==> src/rtl/register_file_if.sv <==
// Register file bus: write-back write port plus two ALU operand read ports.
// The master drives addresses, write data and write qualifiers.
// The slave (the register file) returns read data.
`timescale 1ns/10ps
interface register_file_if #(
  parameter int DATA_WIDTH = 32,
  parameter int ADDR_WIDTH = 5
);
  logic                  EN;
  logic                  RegWrite;
  logic [ADDR_WIDTH-1:0] A3;
  logic [DATA_WIDTH-1:0] WD;
  logic [ADDR_WIDTH-1:0] A1;
  logic [ADDR_WIDTH-1:0] A2;
  logic [DATA_WIDTH-1:0] RD1;
  logic [DATA_WIDTH-1:0] RD2;

  modport master (
    output EN, RegWrite, A3, WD, A1, A2,
    input  RD1, RD2
  );

  modport slave (
    input  EN, RegWrite, A3, WD, A1, A2,
    output RD1, RD2
  );
endinterface

==> src/rtl/register_file.sv <==
// General-purpose integer register file, 2**ADDR_WIDTH x DATA_WIDTH.
// It has two combinational read ports and one rising-edge write port.
// Entry 0 reads as zero and ignores writes.
// RST clears every entry asynchronously and overrides any write on the same edge.
// Reads have no write-through bypass: a read returns the stored value until the edge.
`timescale 1ns/10ps
module register_file #(
  parameter int DATA_WIDTH = 32,
  parameter int ADDR_WIDTH = 5
) (
  input  logic           CLK,
  input  logic           RST,
  register_file_if.slave bus
);

  localparam int DEPTH = 2 ** ADDR_WIDTH;

  logic [DATA_WIDTH-1:0] r_regs [DEPTH];
  logic                  w_we;
  logic                  w_a3_zero;
  logic [DATA_WIDTH-1:0] w_rd1;
  logic [DATA_WIDTH-1:0] w_rd2;

  // Writes to entry 0 are dropped so that it stays hardwired to zero.
  assign w_a3_zero = (bus.A3 == {ADDR_WIDTH{1'b0}});
  assign w_we      = bus.EN & bus.RegWrite & ~w_a3_zero;

  // Storage: async clear on RST, otherwise a qualified write of WD into entry A3.
  always_ff @(posedge CLK or posedge RST) begin
    if (RST) begin
      for (int i = 0; i < DEPTH; i++) begin
        r_regs[i] <= {DATA_WIDTH{1'b0}};
      end
    end else begin
      r_regs[0] <= {DATA_WIDTH{1'b0}};
      if (w_we) begin
        r_regs[bus.A3] <= bus.WD;
      end
    end
  end

  // Read port 1: zero-latency lookup, and address 0 is forced to zero.
  always_comb begin
    w_rd1 = {DATA_WIDTH{1'b0}};
    if (bus.A1 == {ADDR_WIDTH{1'b0}}) begin
      w_rd1 = {DATA_WIDTH{1'b0}};
    end else begin
      w_rd1 = r_regs[bus.A1];
    end
  end

  // Read port 2: zero-latency lookup, and address 0 is forced to zero.
  always_comb begin
    w_rd2 = {DATA_WIDTH{1'b0}};
    if (bus.A2 == {ADDR_WIDTH{1'b0}}) begin
      w_rd2 = {DATA_WIDTH{1'b0}};
    end else begin
      w_rd2 = r_regs[bus.A2];
    end
  end

  assign bus.RD1 = w_rd1;
  assign bus.RD2 = w_rd2;

endmodule

==> src/flat_wrapper.sv <==
// flat-port wrapper written by rule: the top's interface ports become plain ports
module register_file_flat 
#(
  parameter int DATA_WIDTH = 32,
  parameter int ADDR_WIDTH = 5
)
  (CLK, RST, bus_EN, bus_RegWrite, bus_A3, bus_WD, bus_A1, bus_A2, bus_RD1, bus_RD2);
  register_file_if #(.DATA_WIDTH(DATA_WIDTH), .ADDR_WIDTH(ADDR_WIDTH)) bus_i ();
  input  logic CLK;
  input  logic RST;
  input wire logic [$bits(bus_i.EN)-1:0] bus_EN;
  input wire logic [$bits(bus_i.RegWrite)-1:0] bus_RegWrite;
  input wire logic [$bits(bus_i.A3)-1:0] bus_A3;
  input wire logic [$bits(bus_i.WD)-1:0] bus_WD;
  input wire logic [$bits(bus_i.A1)-1:0] bus_A1;
  input wire logic [$bits(bus_i.A2)-1:0] bus_A2;
  output wire logic [$bits(bus_i.RD1)-1:0] bus_RD1;
  output wire logic [$bits(bus_i.RD2)-1:0] bus_RD2;
  assign bus_i.EN = bus_EN;
  assign bus_i.RegWrite = bus_RegWrite;
  assign bus_i.A3 = bus_A3;
  assign bus_i.WD = bus_WD;
  assign bus_i.A1 = bus_A1;
  assign bus_i.A2 = bus_A2;
  assign bus_RD1 = bus_i.RD1;
  assign bus_RD2 = bus_i.RD2;
  register_file #(.DATA_WIDTH(DATA_WIDTH), .ADDR_WIDTH(ADDR_WIDTH)) u_core (.CLK(CLK), .RST(RST), .bus(bus_i));
endmodule
==> config.mk <==
export PLATFORM = sky130hd
export DESIGN_NAME = register_file_flat
export DESIGN_NICKNAME = d
export VERILOG_FILES = /design/src/rtl/register_file_if.sv /design/src/rtl/register_file.sv /design/src/flat_wrapper.sv
export SDC_FILE = /design/constraint.sdc
export NUM_CORES = 2
export LEC_CHECK = 0
export ABC_CLOCK_PERIOD_IN_PS = 32600
export CELL_PAD_IN_SITES_DETAIL_PLACEMENT = 1
export CELL_PAD_IN_SITES_GLOBAL_PLACEMENT = 1
export CORE_ASPECT_RATIO = 1.5
export CORE_UTILIZATION = 30
export CTS_BUF_LIST = sky130_fd_sc_hd__clkbuf_4 sky130_fd_sc_hd__clkbuf_8
export DETAILED_ROUTE_END_ITERATION = 7
export PLACE_DENSITY = 0.6
export REMOVE_ABC_BUFFERS = 1
export SYNTH_ARGS = -nofsm -noshare
export SYNTH_HDL_FRONTEND = slang
export SYNTH_SLANG_ARGS = --single-unit
==> constraint.sdc <==
create_clock -name CLK -period 32.6 [get_ports CLK]
set_input_delay 6.52 -clock CLK [delete_from_list [all_inputs] [get_ports CLK]]
set_output_delay 6.52 -clock CLK [all_outputs]
set_load 0.02 [all_outputs]
==> run_results.csv <==
group,metric,value,unit
clock_tree,clk_latency,0.86,ns
grt,use_met3,0.03323,
clock_tree,cts_made_buffers,157,
clock_tree,path_clk_slew,0.06,ns
critical_path,start_kind,"input pin",
pwr,p_leak,26.41,nW
place,port_buffers,114,
detailed_routing,route.detailed.drc,0,
grt,grt_max_degree,185,
critical_path,cp.arrival,11.27,ns
outcome,status,"finished, final reports clean",
clock_tree,ctsResizeCount,0,
critical_path,setup.worst_path.end_class,"output pin",
final_layout,final_nets,3625,
clock_tree,cts_buffer_depth,3,
clock_tree,cts.htree.levels,4,
grt,grt_busiest_layer,"met2",
clock_tree,cts.sinks,1024,
final_layout,layout_commonest_cell,"mux2_2",
grt,grt_pass1_vias,38255,
detailed_routing,drtIter0Drc,2152,
die,ios,115,
sta,slew_headroom,0.1799,
synth,synth_warnings,0,
die,die_w,350.2,microns
critical_path,path_class,"input pin to output pin",
sta,rsz0062_at_grt,"no",
pwr,ir_drop,42.74,uV
die,core,180700,sq um
grt,grt_usage,0.2106,
die,dieArea,183600,sq um
final_layout,stdcell_count,6119,
sta,setup_ws,14.81,ns
die,die_y,524.2,microns
grt,met1_usage,0.2583,
critical_path,path_max_fanout,73,
critical_path,crit_required,26.08,ns
detailed_routing,ant_nets,0,
sta,fin_crit_sh,0.5456,
sta,fin_worst_skew,0,ns
synth,synthDistinctLibCells,38,
grt,grt_pass1_wl,279.6,mm
grt,antenna_found_initial,11,
sta,max_freq,0.05623,GHz
clock_tree,cts_tree,"done",
place,dp_slack,14.79,ns
final_layout,syn_to_final_growth,11.96,%
run,maxCapViolCount,0,
die,start_util,0.3019,
clock_tree,root_buffer,"clkbuf_8",
place,dp_hpwl,105.5,mm
detailed_routing,wire_per_inst,30.99,microns
final_layout,nFillCells,18691,
synth,ys_ff_latch,1024,
place,dp.cells,5827,
pwr,power_density,54.55,nW/um^2
place,gp_congestion,0.7703,
synth,syn-cell-area,54540,sq um
sta,slew_viol_final,0,
final_layout,drive_above_1_share,0.5132,
clock_tree,postCtsSetupBuffers,0,
detailed_routing,drt-total-wl,189.6,mm
detailed_routing,drtPass1Iterations,5,
die,rows,191,
sta,finalSetupViolCount,0,
sta,fin_hold_ws,0.5053,ns
synth,yosysSeqAreaShare,0.4698,
final_layout,design_area,61070,sq um
grt,grt_use_met2,0.3627,
sta,fin_crit,17.79,ns
pwr,power,3.332,mW
synth,avgSynthCellArea,15.22,sq um
place,place_area,57580,sq um
final_layout,final_cell_mix,"1028 x mux2_2, 1024 x dfrtp_1, 448 x mux4_2",
detailed_routing,routed-via-count,34365,
detailed_routing,routed_via_density,5.616,
synth,synthesis.instances,3584,
min_path,min_path_type,"flop to flop",
sta,tightest_slew,1.227,ns
clock_tree,hold_buffers,0,
grt,grt-ovfl-total,0,
sta,hold_viol_final,0,
[kinds of logic after synthesis]
logic type,share of synthesized area
compound gates,0.04836
flops,0.4698
mux,0.4265
simple gates,0.01617
other cells,0.00006875
buf+inv,0.03911
[synthesized netlist by cell type (all sizes together)]
master	instances	area (sq um)
a211oi	64	480.5
buf	229	1506
inv	4	15.02
or3	2	17.52
nand4	1	6.260
and2	2	12.52
mux2	1056	11890
or2	2	12.51
nor3b	3	22.52
nand3	2	10.01
nor2b	68	425.4
a22oi	64	480.5
nand2	50	187.7
nand2b	3	18.77
or4	2	18.77
nor3	3	15.01
o21ai	111	555.5
conb	1	3.750
mux4	448	10090
a311oi	64	560.5
a221oi	47	411.6
mux2i	128	1281
o2111ai	17	148.9
clkbuf	162	611.8
nand3b	3	22.52
nor2	24	112.6
dfrtp	1024	25620
[final timing paths]
check                           from                    endpoint  slack (ns)  cells after the start
max                        bus_A1[2]                  bus_RD1[2]       14.81                      9
max reg2reg                     flop                        flop       31.79                      1
max in group asynchronous        RST  asynchronous set/reset pin       23.14                      5
min                             flop                        flop        0.51                      1
min in group asynchronous        RST  asynchronous set/reset pin        6.22                      2
min reg2reg                     flop                        flop        0.51                      1
[power by group]
group | switching [mW] | leakage (nW) | internal, mW | total [mW]
Combinational | 0.253 | 11.0 | 0.324 | 0.576
Clock | 0.549 | 1.85 | 0.646 | 1.19
Sequential | 0.123 | 13.6 | 1.44 | 1.56
Total | 0.925 | 26.4 | 2.41 | 3.33
[metal layers]
layer  vias up  share of wire
li1      13916              -
met1     19111           0.40
met2       911           0.51
met3       419          0.043
met4         8          0.045
met5         -        0.00024
[final cells by class]
class | count | area [sq um] | share of cell area
Clock buffer | 252 | 3187 | 0.05218
Sequential cell | 1024 | 25620 | 0.4196
Clock inverter | 35 | 294.0 | 0.004815
Tap cell | 2412 | 3018 | 0.04942
Multi-Input combinational cell | 2196 | 27130 | 0.4443
Antenna cell | 5 | 12.51 | 0.0002049
Inverter | 4 | 27.53 | 0.0004507
Timing Repair Buffer | 191 | 1772 | 0.02901
[stage by stage]
stage                      TNS, ns  utilization
after floorplan           -2802.16            -
final                            0       0.3380
after CTS                        0       0.3379
after detailed placement         0       0.3187
after global routing             0       0.3380
after global placement           0       0.3187
[critical path, stage by stage]
cell and delay [ns]:
buf_8 0.49, buf_4 0.65, buf_4 0.61, buf_4 0.80, mux4_2 0.36, mux2_2 0.15, o21ai_0 0.09, a311oi_1 0.71
clkdlybuf4s50_1 0.75
Note: power is estimated with default switching activity, not from simulation.
